[config.mk]
export PLATFORM = sky130hd
export DESIGN_NAME = spi_master_ctrl_flat
export DESIGN_NICKNAME = d
export VERILOG_FILES = /design/src/rtl/spi_master_ctrl_if.sv /design/src/rtl/spi_master_ctrl.sv /design/src/flat_wrapper.sv
export SDC_FILE = /design/constraint.sdc
export NUM_CORES = 1
export LEC_CHECK = 0
export CAP_MARGIN = 20
export CORE_ASPECT_RATIO = 0.9
export CORE_MARGIN = 3
export CORE_UTILIZATION = 55
export CTS_CLUSTER_DIAMETER = 60
export DETAILED_ROUTE_END_ITERATION = 8
export PLACE_DENSITY = 0.82
export SLEW_MARGIN = 20
export SYNTH_ARGS = -nofsm -noshare
export SYNTH_HDL_FRONTEND = slang
export SYNTH_SLANG_ARGS = --single-unit
[constraint.sdc]
create_clock -name PCLK -period 3.85 [get_ports PCLK]
set_input_delay 1.155 -clock PCLK [delete_from_list [all_inputs] [get_ports PCLK]]
set_output_delay 1.155 -clock PCLK [all_outputs]
set_load 0.1 [all_outputs]
[src/rtl/spi_master_ctrl_if.sv]
// Bus bundle for spi_master_ctrl: requester handshake, configuration,
// received data and the SPI pins. The master modport is the controller side.
interface spi_master_ctrl_if #(
    parameter int DW  = 8,
    parameter int CDW = 8
);
    logic [1:0]     REQ;
    logic [DW-1:0]  TX_DATA0;
    logic [DW-1:0]  TX_DATA1;
    logic [1:0]     MODE;
    logic [CDW-1:0] CLK_DIV;
    logic [1:0]     GNT;
    logic [1:0]     DONE;
    logic [DW-1:0]  RX_DATA;
    logic           BUSY;
    logic           SCK;
    logic           MOSI;
    logic [1:0]     SS;
    logic           MISO;

    modport master (
        input  REQ, TX_DATA0, TX_DATA1, MODE, CLK_DIV, MISO,
        output GNT, DONE, RX_DATA, BUSY, SCK, MOSI, SS
    );

    modport slave (
        output REQ, TX_DATA0, TX_DATA1, MODE, CLK_DIV, MISO,
        input  GNT, DONE, RX_DATA, BUSY, SCK, MOSI, SS
    );
endinterface

[src/rtl/spi_master_ctrl.sv]
// Two-requester SPI master with round-robin arbitration. Mode, divider and
// TX frame are captured at grant so a frame is immune to later input changes.
//
// state | meaning
// IDLE  | SS high, SCK tracks CPOL, waiting for a request
// SETUP | slave selected, first half-period before edge 1
// XFER  | generating SCK edges 2..2*DW, shifting data
// HOLD  | final half-period with SCK at CPOL before SS release
module spi_master_ctrl #(
    parameter int DW  = 8,
    parameter int CDW = 8
) (
    input  logic             PCLK,
    input  logic             PRESETn,
    spi_master_ctrl_if.master bus
);
    localparam int EW = $clog2(2*DW+1);
    localparam logic [EW-1:0] LAST_EDGE = EW'(2*DW);

    typedef enum logic [1:0] {IDLE, SETUP, XFER, HOLD} state_t;

    state_t         state;
    logic [CDW-1:0] cnt;
    logic [CDW-1:0] div_q;
    logic [EW-1:0]  ecnt;
    logic [EW-1:0]  edge_n;
    logic           cpha_q;
    logic           last_q;
    logic           sel_q;
    logic           win;
    logic [DW-1:0]  tx_sel;
    logic [DW-1:0]  tx_q;
    logic [DW-1:0]  rx_q;
    logic [1:0]     gnt_q;
    logic [1:0]     done_q;
    logic [DW-1:0]  rx_data_q;
    logic           sck_q;
    logic           mosi_q;
    logic [1:0]     ss_q;

    // Round-robin pick: on a tie the requester not served last wins.
    always_comb begin
        win = 1'b0;
        case (bus.REQ)
            2'b01:   win = 1'b0;
            2'b10:   win = 1'b1;
            2'b11:   win = ~last_q;
            default: win = 1'b0;
        endcase
        tx_sel = win ? bus.TX_DATA1 : bus.TX_DATA0;
        edge_n = ecnt + EW'(1);
    end

    // Sequencer: arbitration, half-period down-counter, SCK edges and shifting.
    always_ff @(posedge PCLK) begin
        if (!PRESETn) begin
            state     <= IDLE;
            cnt       <= '0;
            div_q     <= '0;
            ecnt      <= '0;
            cpha_q    <= 1'b0;
            last_q    <= 1'b1;
            sel_q     <= 1'b0;
            tx_q      <= '0;
            rx_q      <= '0;
            gnt_q     <= 2'b00;
            done_q    <= 2'b00;
            rx_data_q <= '0;
            sck_q     <= 1'b0;
            mosi_q    <= 1'b0;
            ss_q      <= 2'b11;
        end else begin
            gnt_q  <= 2'b00;
            done_q <= 2'b00;
            case (state)
                IDLE: begin
                    sck_q  <= bus.MODE[1];
                    mosi_q <= 1'b0;
                    if (bus.REQ != 2'b00) begin
                        state  <= SETUP;
                        sel_q  <= win;
                        last_q <= win;
                        gnt_q  <= win ? 2'b10 : 2'b01;
                        ss_q   <= win ? 2'b01 : 2'b10;
                        cpha_q <= bus.MODE[0];
                        div_q  <= bus.CLK_DIV;
                        cnt    <= bus.CLK_DIV;
                        ecnt   <= '0;
                        rx_q   <= '0;
                        // CPHA=0 drives the MSB as soon as SS falls.
                        if (bus.MODE[0]) begin
                            tx_q <= tx_sel;
                        end else begin
                            mosi_q <= tx_sel[DW-1];
                            tx_q   <= tx_sel << 1;
                        end
                    end
                end
                SETUP, XFER: begin
                    if (cnt != '0) begin
                        cnt <= cnt - CDW'(1);
                    end else begin
                        cnt   <= div_q;
                        sck_q <= ~sck_q;
                        ecnt  <= edge_n;
                        state <= (edge_n == LAST_EDGE) ? HOLD : XFER;
                        if (edge_n[0] ^ cpha_q) begin
                            rx_q <= {rx_q[DW-2:0], bus.MISO};
                        end else if (edge_n != LAST_EDGE) begin
                            mosi_q <= tx_q[DW-1];
                            tx_q   <= tx_q << 1;
                        end
                    end
                end
                HOLD: begin
                    if (cnt != '0) begin
                        cnt <= cnt - CDW'(1);
                    end else begin
                        state     <= IDLE;
                        ss_q      <= 2'b11;
                        mosi_q    <= 1'b0;
                        rx_data_q <= rx_q;
                        done_q    <= sel_q ? 2'b10 : 2'b01;
                    end
                end
                default: state <= IDLE;
            endcase
        end
    end

    assign bus.GNT     = gnt_q;
    assign bus.DONE    = done_q;
    assign bus.RX_DATA = rx_data_q;
    assign bus.BUSY    = (state != IDLE);
    assign bus.SCK     = sck_q;
    assign bus.MOSI    = mosi_q;
    assign bus.SS      = ss_q;
endmodule

[src/flat_wrapper.sv]
// flat-port wrapper written by rule: the top's interface ports become plain ports
module spi_master_ctrl_flat 
#(
    parameter int DW  = 8,
    parameter int CDW = 8
)
  (PCLK, PRESETn, bus_REQ, bus_TX_DATA0, bus_TX_DATA1, bus_MODE, bus_CLK_DIV, bus_MISO, bus_GNT, bus_DONE, bus_RX_DATA, bus_BUSY, bus_SCK, bus_MOSI, bus_SS);
  spi_master_ctrl_if #(.DW(DW), .CDW(CDW)) bus_i ();
  input  logic PCLK;
  input  logic PRESETn;
  input wire logic [$bits(bus_i.REQ)-1:0] bus_REQ;
  input wire logic [$bits(bus_i.TX_DATA0)-1:0] bus_TX_DATA0;
  input wire logic [$bits(bus_i.TX_DATA1)-1:0] bus_TX_DATA1;
  input wire logic [$bits(bus_i.MODE)-1:0] bus_MODE;
  input wire logic [$bits(bus_i.CLK_DIV)-1:0] bus_CLK_DIV;
  input wire logic [$bits(bus_i.MISO)-1:0] bus_MISO;
  output wire logic [$bits(bus_i.GNT)-1:0] bus_GNT;
  output wire logic [$bits(bus_i.DONE)-1:0] bus_DONE;
  output wire logic [$bits(bus_i.RX_DATA)-1:0] bus_RX_DATA;
  output wire logic [$bits(bus_i.BUSY)-1:0] bus_BUSY;
  output wire logic [$bits(bus_i.SCK)-1:0] bus_SCK;
  output wire logic [$bits(bus_i.MOSI)-1:0] bus_MOSI;
  output wire logic [$bits(bus_i.SS)-1:0] bus_SS;
  assign bus_i.REQ = bus_REQ;
  assign bus_i.TX_DATA0 = bus_TX_DATA0;
  assign bus_i.TX_DATA1 = bus_TX_DATA1;
  assign bus_i.MODE = bus_MODE;
  assign bus_i.CLK_DIV = bus_CLK_DIV;
  assign bus_i.MISO = bus_MISO;
  assign bus_GNT = bus_i.GNT;
  assign bus_DONE = bus_i.DONE;
  assign bus_RX_DATA = bus_i.RX_DATA;
  assign bus_BUSY = bus_i.BUSY;
  assign bus_SCK = bus_i.SCK;
  assign bus_MOSI = bus_i.MOSI;
  assign bus_SS = bus_i.SS;
  spi_master_ctrl #(.DW(DW), .CDW(CDW)) u_core (.PCLK(PCLK), .PRESETn(PRESETn), .bus(bus_i));
endmodule
Word-level counts from Yosys, hierarchy flattened
Cells that the tools add are included.
{"block": "classes", "add_sub_neg": 2, "mul": 0, "div_mod_pow": 0, "n_lt_le_gt_ge": 0, "n_eq_ne": 14, "shifts": 0, "muxes": 39, "bitwise_logic": 6, "reduce_logical": 19}
{"cell": "8-bit 2-to-1 mux", "n": 12}
{"cell": "8-bit case mux with 2 select lines", "n": 2}
{"cell": "8-bit case mux with 3 select lines", "n": 1}
{"cell": "2-bit 2-to-1 mux", "n": 8}
{"cell": "3-bit AND reduction", "n": 4}
{"cell": "5-bit 2-to-1 mux", "n": 2}
{"cell": "5-bit case mux with 2 select lines", "n": 1}
{"cell": "2-bit == test (second input constant)", "n": 4}
{"cell": "1-bit 2-to-1 mux", "n": 8}
{"cell": "2-bit by 1-bit != test with 1-bit output (second input constant)", "n": 4}
{"cell": "2-bit AND reduction", "n": 4}
{"cell": "4-bit AND reduction", "n": 2}
{"cell": "2-bit nonzero test", "n": 4}
{"cell": "8-bit nonzero test", "n": 1}
{"cell": "8-bit by 1-bit subtractor with 8-bit output (second input constant)", "n": 1}
{"cell": "2-bit != test (second input constant)", "n": 3}
{"cell": "2-bit case mux with 3 select lines", "n": 1}
{"cell": "5-bit by 1-bit adder with 5-bit output (second input constant)", "n": 1}
{"cell": "5-bit == test (second input constant)", "n": 1}
{"cell": "5-bit != test (second input constant)", "n": 1}
{"cell": "1-bit NOT", "n": 5}
{"cell": "5-bit AND reduction", "n": 1}
{"cell": "1-bit case mux with 2 select lines", "n": 2}
{"cell": "2-bit case mux with 2 select lines", "n": 1}
{"cell": "other kinds (6)", "n": 6}
{"block": "word_totals", "register_bits": 58, "latchBits": 0, "ram_bits": 0, "romBits": 0, "input_bits": 31, "out_inout_bits": 17, "elab_cells": 95, "n_memories": 0}

Longest topological paths before layout
Gate-level depths: netlist (run 1).
{"block": "logic_depth", "word_depth": 6, "ltp_mapped": 9, "depth_no_buf": 7}

Worst setup path before layout (run 1)
Ideal clock, no wire load.
{"block": "synth_timing", "path_type": "reg2out", "start": "register u_core.state[1]", "end": "output port bus_BUSY", "t_arrival_ps": 1825, "required_ps": 2695, "slack_ps": 870, "path_stages_with_launch": 6, "n_path_buf": 2, "cell_sequence": "dfxtp_1 > inv_1 > ha_1 > clkbuf_1 > inv_1 > clkbuf_1"}
{"block": "synth_between", "elab_chain_cells": 1}
{"item": "start: declaration", "line": "spi_master_ctrl.sv:22", "source": "state_t state;"}
{"item": "start signal: assignment", "line": "spi_master_ctrl.sv:106", "source": "state <= (edge_n == LAST_EDGE) ? HOLD : XFER;"}
{"item": "2-bit nonzero test", "line": "spi_master_ctrl.sv:134", "source": "assign bus.BUSY = (state != IDLE);"}
{"item": "end: declaration", "line": "flat_wrapper.sv:20", "source": "output wire logic [$bits(bus_i.BUSY)-1:0] bus_BUSY;"}
Every way passes these cells.

Worst setup path in the final report (run 1)
{"block": "layout_timing", "start": "register u_core.rx_data_q[0] (netlist: u_core.bus.RX_DATA[0])", "end": "output port bus_RX_DATA[0]"}
{"item": "start: declaration", "line": "spi_master_ctrl.sv:36", "source": "logic [DW-1:0] rx_data_q;"}
{"item": "start signal: assignment", "line": "spi_master_ctrl.sv:122", "source": "rx_data_q <= rx_q;"}
{"item": "end: declaration", "line": "flat_wrapper.sv:19", "source": "output wire logic [$bits(bus_i.RX_DATA)-1:0] bus_RX_DATA;"}
No word-level cell between the ends.

==> results of run 1 <==
[cell type report]
type / count / area (sq um) / share of cell area [%]
flip-flops and latches: 58 / 1161 / 31.41
multi-input cells: 263 / 1684 / 45.57
inverters: 7 / 26.28 / 0.7109
repair buffers: 57 / 525.5 / 14.22
well taps: 65 / 81.33 / 2.200
clock buffers: 9 / 123.9 / 3.351
clock inverters: 7 / 93.84 / 2.539
[state kept, by name, indices dropped and copies added (netlist names), 2 cells and up]
| register | cells |
|---|---|
| u_core.state | 2 |
| u_core.div_q | 8 |
| u_core.bus.RX_DATA | 8 |
| u_core.bus.GNT | 2 |
| u_core.tx_q | 8 |
| u_core.cnt | 8 |
| u_core.ecnt | 5 |
| u_core.bus.DONE | 2 |
| u_core.rx_q | 8 |
| u_core.bus.SS | 2 |
[metal layers]
metal | wire length, um | global-route usage [%]
met1 | 3321 | 30.37
met5 | 0 | 0
met2 | 3731 | 45.55
met3 | 508 | 7.459
met4 | 166 | 10.89
[Yosys cell counts, drive strengths merged (8+ instances only)]
| library cell | count |
|---|---|
| a22oi | 10 |
| mux2i | 9 |
| o211ai | 12 |
| o21ai | 21 |
| nor2 | 26 |
| a21oi | 32 |
| nand2 | 62 |
| nand2b | 9 |
| nor3 | 8 |
| clkbuf | 19 |
| dfxtp | 58 |
[cell families after synthesis]
| logic type | synth area share [%] |
|---|---|
| and+or+nand+nor | 22.11 |
| AOI/OAI and AO/OA | 23.33 |
| DFF | 39.16 |
| buffers and inverters | 4.051 |
| muxes | 8.355 |
| adders and majority gates | 2.110 |
| xor gates and xnor gates | 0.8862 |
[placed cells by master (no fill, tap or decap), types with 9 or more instances in the layout]
cell	count
a21oi_1	32
a22oi_1	10
buf_4	18
clkbuf_8	9
clkdlybuf4s50_1	39
dfxtp_1	58
mux2i_1	9
nand2_1	62
nand2b_1	9
nor2_1	24
o211ai_1	12
o21ai_0	19
[stage by stage]
stage                     setup slack (ns)  power [mW]  area, sq um  hold slack, ns  utilization [%]
after floorplan                     0.8702       1.678         2965          0.4172                -
after global placement              0.7775       1.928         3478          0.4376            69.36
after detailed placement            0.6879       1.951         3478          0.4418            69.36
after CTS                           0.8645       2.587         3696          0.4585            73.70
after global routing                0.7050       2.745         3696          0.4802            73.70
final                               0.8822       2.596         3696          0.4544            73.70
[power breakdown]
part / leakage, nW / internal (mW) / switching, mW
registers: 0.474 / 0.714 / 0.0927
clock network: 0.105 / 0.362 / 0.255
logic: 0.774 / 0.421 / 0.752
total: 1.35 / 1.50 / 1.10
[worst max path at each step]
| stage | depth (start not counted) | slack, ns | start | endpoint |
|---|---|---|---|---|
| after floorplan | 5 | 0.87 | u_core.state[1]$_SDFFE_PN0P_ | bus_BUSY |
| after global placement | 6 | 0.78 | bus_REQ[1] | u_core.tx_q[3]$_SDFFE_PN0P_ |
| after detailed placement | 6 | 0.69 | bus_REQ[1] | u_core.tx_q[5]$_SDFFE_PN0P_ |
| after CTS | 1 | 0.86 | u_core.bus.SS[1]$_SDFFE_PN1P_ | bus_SS[1] |
| after global routing | 7 | 0.71 | u_core.cnt[0]$_SDFFE_PN0P_ | u_core.cnt[2]$_SDFFE_PN0P_ |
| final | 1 | 0.88 | u_core.bus.RX_DATA[0]$_SDFFE_PN0P_ | bus_RX_DATA[0] |
==> results.txt, run 1 <==
The flow ran to the end, and the final reports show no timing, DRC or antenna violations. On the final layout, the worst clock skew is 0.007266 ns. The run gives 394 as the fill cell total of the finished layout. For hold timing, the worst endpoint is u_core.tx_q[6]$_SDFFE_PN0P_.

For the pin with the worst max-slew slack, the measured transition is 0.9862 ns. In the routed design, unresolved DRC markers number 0. The path class of the tightest hold or removal check is register to register.

In this run the standard cell core region covers 5015 sq um. In this run the horizontal extent of the chip is 83.40 um. Entering global routing, the biggest net connects 32 pins. The total global routing track utilization was 25.90%; the required time of the critical path was 2.69 ns. Number of buffer cells added on primary ports: 47. The tools report the startpoint class of the critical path as a register. Per-cell routed wire length: 16.58 um. For this run, the detailed router's first-pass iteration total came to 5. The first global-routing pass estimated 12,850 um of wire. Leaving out filler cells and counting taps, the final layout contains 466.

The cell family contributing the most delay on the critical path is buffers and inverters. The number of clock buffers added by TritonCTS is 9. The number of buffers inserted to repair setup after CTS was 0.

The type of the setup path with the least slack is register to output port. The H-tree was split into 3 levels. The detail route stage leaves a number of antenna-violating nets equal to 0.

Setup repair after global routing left no endpoint under its margin. The number of gates resized after cts came out at 0. The total buffers and inverters traversed by the critical path is 1, and the via count of the first global-routing pass is 2,763. The kind of end point of the critical path was an output port. The number of cells on the worst reg-to-reg path is 7.

The die is 75.66 um tall. The mean area per synthesized cell came out at 8.424 sq um. The run gives 352 as the count of mapped cells out of synthesis.

After synthesis, the largest area contributor takes up 39.16% of total cell area. Setup violations remaining at the end of the flow were counted as 0. After routing, the total negative slack on setup checks comes to 0 ns.

Using the TritonRoute via totals, the vias-per-cell ratio works out to 6.047. During synthesis, Yosys emitted a total of 0 warnings. Once the floorplan was initialized, standard cells occupied 59.13% of the core. The initial antenna violation count came out at 0. Maximum resistive drop on vdd: 550.6 uV.

Clock tree synthesis selected as its root buffer the cell clkbuf_8. The top cell type by total area after synthesis was dfxtp_1. For the maximum buffer depth of the clock tree, the log shows 2.

Data on the critical path arrives at its endpoint at 1.81 ns. The synthesized design contains 58 register bits. The run gives 0 as the number of slew-limit violations in the final report. Reg-to-reg critical path startpoint: u_core.cnt[0]$_SDFFE_PN0P_.

Dividing the final minimum period by the clock period gives 77.09%. The synthesized design contains 0 enable-type register cells. The final route contains 2,818 vias. The worst register-to-register path ends at u_core.cnt[2]$_SDFFE_PN0P_.

The startpoint identified for the worst hold timing path is u_core.tx_q[6]$_SDFFE_PN0P_. CTS saw 58 sinks. The area added between synthesis and finish was 24.64%; the total congestion overflow was 0. The run gives 450 as the placed cell count. The final count of hold timing violations was 0; the achievable clock frequency was 336.9 MHz. The number of hold buffers added after CTS was 0. The total length of routed wires came out at 7727 um.

The hold path depth was 2. TritonCTS built the clock tree. The total of max-cap violations was 0. The critical-path maximum fanout works out to 2. Slowest library cell on the worst path: clkdlybuf4s50_1.

The tools report the area of the die as 6310 sq um. The number of nets in the synthesized netlist is 388. At the end of routability-driven placement, the weighted congestion stood at 0.8800.

The share of the Yosys chip area taken by registers is 39.16%. Ranked by total cell area, the synthesized netlist is headed by dfxtp_1, nand2_1, a21oi_1, mux4_2, o21ai_0. For this run, the slowest stage of the critical path takes 1.13 ns. 0 antenna diodes ended up in the layout. Summed over all cells, the static leakage comes to 1.353 nW. For the placed wire-length estimate, the log shows 5047 um. After synthesis, the netlist uses 50 different library cells. The critical path goes through clkdlybuf4s50_1.

Of all flip-flops after synthesis, the portion carrying an async set or reset was 0%. For the synthesized area, the log shows 2965 sq um. The post-route netlist has 11.97% of its cells at a drive strength greater than 1. The tools report the later-pin clock latency in the skew report as 0.35 ns.

The violation count after the first detailed-routing iteration is 213, and the clock-pin slew on the worst setup and hold paths is 0.07 ns. For this run, the post-layout net count is 432. Pin placement for this block handled 48 I/O pins. The worst pin sits at a relative slew slack of 34.05%. The most used flip-flop cell after synthesis is dfxtp_1. For the finished layout, the period the worst path requires is 2.968 ns.

The floorplan has 24 rows. Setup slack of the worst register-to-register path: 0.99 ns. For this design the ratio of total power to cell area is 702.5 nW/um^2.
Power figures use the tool's default switching activity.
==> inputs of run 2 (changes only) <==
--- a/config.mk
+++ b/config.mk
@@ -8,10 +8,10 @@
 export CAP_MARGIN = 20
 export CORE_ASPECT_RATIO = 0.9
 export CORE_MARGIN = 3
-export CORE_UTILIZATION = 55
+export CORE_UTILIZATION = 53
 export CTS_CLUSTER_DIAMETER = 60
 export DETAILED_ROUTE_END_ITERATION = 8
-export PLACE_DENSITY = 0.82
+export PLACE_DENSITY = 0.79
 export SLEW_MARGIN = 20
 export SYNTH_ARGS = -nofsm -noshare
 export SYNTH_HDL_FRONTEND = slang
==> constraint.sdc (replaced) <==
create_clock -name PCLK -period 2.9 [get_ports PCLK]
set_input_delay 0.87 -clock PCLK [delete_from_list [all_inputs] [get_ports PCLK]]
set_output_delay 0.87 -clock PCLK [all_outputs]
set_load 0.1 [all_outputs]
==> run 2 against run 1 <==
Net effect:
- power is 34% higher
- sequential share of layout area is 0.54 points lower
- non-clock buffer count grew 7
- worst hold slack better by 0.00067 ns
- critical path depth up 5
- first-iteration DRC count shrank 32%
- cell area up 1.8%
- final cell count is 1.9% higher
- setup slack got worse by 0.39 ns
- clock-buffer cell count unchanged
- highest routed layer unchanged
==> results.txt, run 2 (synthesis results as in run 1) <==
The run finished with clean final reports. The number of buffers inserted to repair setup after CTS was 0 (unchanged); the horizontal extent of the die was 84.85 um (was 83.40 um). The area added between synthesis and finish was 26.84% (was 24.64%); the power per cell area was 927.5 nW/um^2 (was 702.5 nW/um^2). The violation count after the first detailed-routing iteration was 145 (was 213); the final critical path time including I/O delays and setup was 2.410 ns. The total of max-cap violations was 0 (unchanged); the area of the core region was 5318 sq um (was 5015 sq um). The final count of hold timing violations was 0 (unchanged). The count of non-filler cells in the finished layout was 475 (was 466).

Most common cell after layout, fill and taps aside: nand2_1 (unchanged). The height of the die was 76.96 um (was 75.66 um); the setup slack at placement was 0.1323 ns (was 0.6879 ns). Setup repair after global routing left no endpoint under its margin. The maximum resistive drop on vdd is 649.2 uV (was 550.6 uV), and the first-pass iteration count of the detailed router is 5 (unchanged). The area of the die is 6530 sq um (was 6310 sq um). The critical-path maximum fanout is 12 (was 2), and the total global routing track utilization is 23.51% (was 25.90%). For the later-pin clock latency in the skew report, the log shows 0.34 ns (was 0.35 ns). The type of the setup path with the least slack was primary input to register (was register to output port). The logs give 57.25% (was 34.05%) for the headroom to the max-slew limit and 58 (unchanged) for the number of clock sinks. The total length of routed wires was 7326 um (was 7727 um); the total cell area at the placement stage was 3536 sq um (was 3478 sq um). The part of the cycle the worst path needs is 83.09%, and the worst path setup slack after routing is 0.4903 ns (was 0.8822 ns). Met3 track demand over resource: 5.478% (was 7.459%).

The via count normalized by instance count was 5.901 (was 6.047); the final layout net count was 439 (was 432). The initial core utilization came out at 55.76% (was 59.13%). The post-route setup TNS came out at 0 ns (unchanged). Fraction of final layout cells sized beyond drive strength 1: 15.69% (was 11.97%).

The slew at the pin with the worst max-slew slack came out at 0.6346 ns (was 0.9862 ns). The leakage power figure was 1.411 nW (was 1.353 nW); the internal power consumption was 2.035 mW (was 1.496 mW). The net switching fraction of the power works out to 41.66% (was 42.37%). Type of the tightest min-delay check: register to register (unchanged). The maximum buffer depth of the clock tree was 2 (unchanged). Most frequent cells in the layout: nand2_1, dfxtp_1, a21oi_1, buf_4, clkdlybuf4s50_1 (was nand2_1, dfxtp_1, clkdlybuf4s50_1).

The run gives 459 (was 450) as the placed cell count. The per-cell routed wire length was 15.42 um (was 16.58 um). The most used routing layer is met2 (unchanged). The number of slew-limit violations in the final report is 0 (unchanged), and the met1 track demand over resource in global routing is 31.90% (was 30.37%). The count of nets left with antenna violations after detail routing was 0 (unchanged); the total congestion overflow was 0 (unchanged).

The master cell of the clock root buffer was clkbuf_8 (unchanged). Timing would allow up to 415.0 MHz. Required time of the critical path: 3.13 ns (was 2.69 ns).

The final clock skew was 0.006789 ns (was 0.007266 ns). Number of top-level pins: 48 (unchanged). The final setup violation count was 0 (unchanged). Logic gate share of total power: 45.4% (was 45.2%).

The number of gates resized after cts is 0 (unchanged), and the number of buffer cells added on primary ports is 47 (unchanged). The run gives 1.453 mW (was 1.100 mW) as the switching power. The run gives 0 (unchanged) as the number of remaining DRC errors. The hold buffer count at CTS is 0 (unchanged). Utilization after layout: 70.73% (was 73.70%).

The placed wire-length estimate is 5159 um (was 5047 um), and the routability congestion estimate is 0.8917 (was 0.8800). Maximum number of pins on one net before global-route repair: 38 (was 32). The startpoint class of the critical path is a primary input (was a register).

TritonCTS built the clock tree. The post-route cell area came out at 3761 sq um (was 3696 sq um). The number of buffers added by the clock tree synthesis step was 9 (unchanged). Wire length of the first global-routing pass: 12,450 um (was 12,850 um). The row count was 25 (was 24); the initial antenna violation count was 0 (unchanged).

The portion of total power attributed to the clock network came out at 24.1% (was 23.8%). Via count of the first global-routing pass: 2,514 (was 2,763). The logs give 2.64 ns (was 1.81 ns) for the arrival time at the worst endpoint and 2,803 (was 2,818) for the total via count in the routed design. CTS H-tree depth: 3 (unchanged). The met2 track utilization from global routing is 36.62% (was 45.55%), and the sequential share of power is 30.5% (was 31.0%).

For the fill cell total of the finished layout, the log shows 440 (was 394). The kind of end point of the critical path is a register (was an output port). The clock-pin slew on the worst setup and hold paths works out to 0.07 ns (about the same). Number of antenna repair diodes: 0 (unchanged).
-- run 2: cell count changes in the layout (fill, tap and decap cells not counted), sizes merged --
cell / before / now
buf: 18 / 34
clkdlybuf4s50: 39 / 30
clkinv: 3 / 2
inv: 7 / 8
-- run 2: worst paths after layout --
check                           slack (ns)                         from                           to  depth (start not counted)
worst max-delay path                  0.49                   bus_REQ[1]  u_core.tx_q[3]$_SDFFE_PN0P_                          6
worst min-delay path                  0.46  u_core.tx_q[6]$_SDFFE_PN0P_  u_core.tx_q[6]$_SDFFE_PN0P_                          2
worst max register to register        0.56   u_core.cnt[0]$_SDFFE_PN0P_  u_core.tx_q[3]$_SDFFE_PN0P_                          8
worst min register to register        0.46  u_core.tx_q[6]$_SDFFE_PN0P_  u_core.tx_q[6]$_SDFFE_PN0P_                          2
-- run 2: worst max-delay path, cell delays in order --
cell	delay, ns
clkdlybuf4s50_1	0.53
a21boi_2	0.29
buf_12	0.18
mux4_2	0.49
o211ai_1	0.17
mux2i_1	0.10
-- run 2: power groups by stage --
| stage | Combinational, mW | Clock, mW | Sequential, mW |
|---|---|---|---|
| 5_1_grt | 1.74 | 0.893 | 1.08 |
| 4_1_cts | 1.59 | 0.858 | 1.06 |
| 6_report | 1.58 | 0.841 | 1.06 |
| 2_1_floorplan | 1.04 | 0 | 1.19 |
| 3_5_place_dp | 1.58 | 0 | 1.08 |
| 3_3_place_gp | 1.55 | 0 | 1.07 |
-- run 2: area by class of cell --
| cell class | count | area, sq um | share of cell area [%] |
|---|---|---|---|
| inverter | 7 | 26.28 | 0.6986 |
| sequential | 58 | 1161 | 30.87 |
| tap | 67 | 83.83 | 2.229 |
| clock buffer | 9 | 123.9 | 3.293 |
| timing repair buffer | 64 | 580.6 | 15.44 |
| clock inverter | 7 | 101.3 | 2.695 |
| multi-input combinational | 263 | 1684 | 44.78 |
-- run 2: metal layers --
metal	share of wire (%)	wire [um]	vias to the layer above
met5	0	0	-
met4	1.4	104	0
met3	6.6	483	12
met2	47	3412	87
met1	45	3326	1319
li1	-	-	1385
-- run 2: metrics by stage --
stage          hold slack [ns]  power [mW]
2_1_floorplan           0.4172       2.227
3_3_place_gp            0.4364       2.619
3_5_place_dp            0.4464       2.653
4_1_cts                 0.4568       3.506
5_1_grt                 0.4770       3.717
6_report                0.4551       3.489
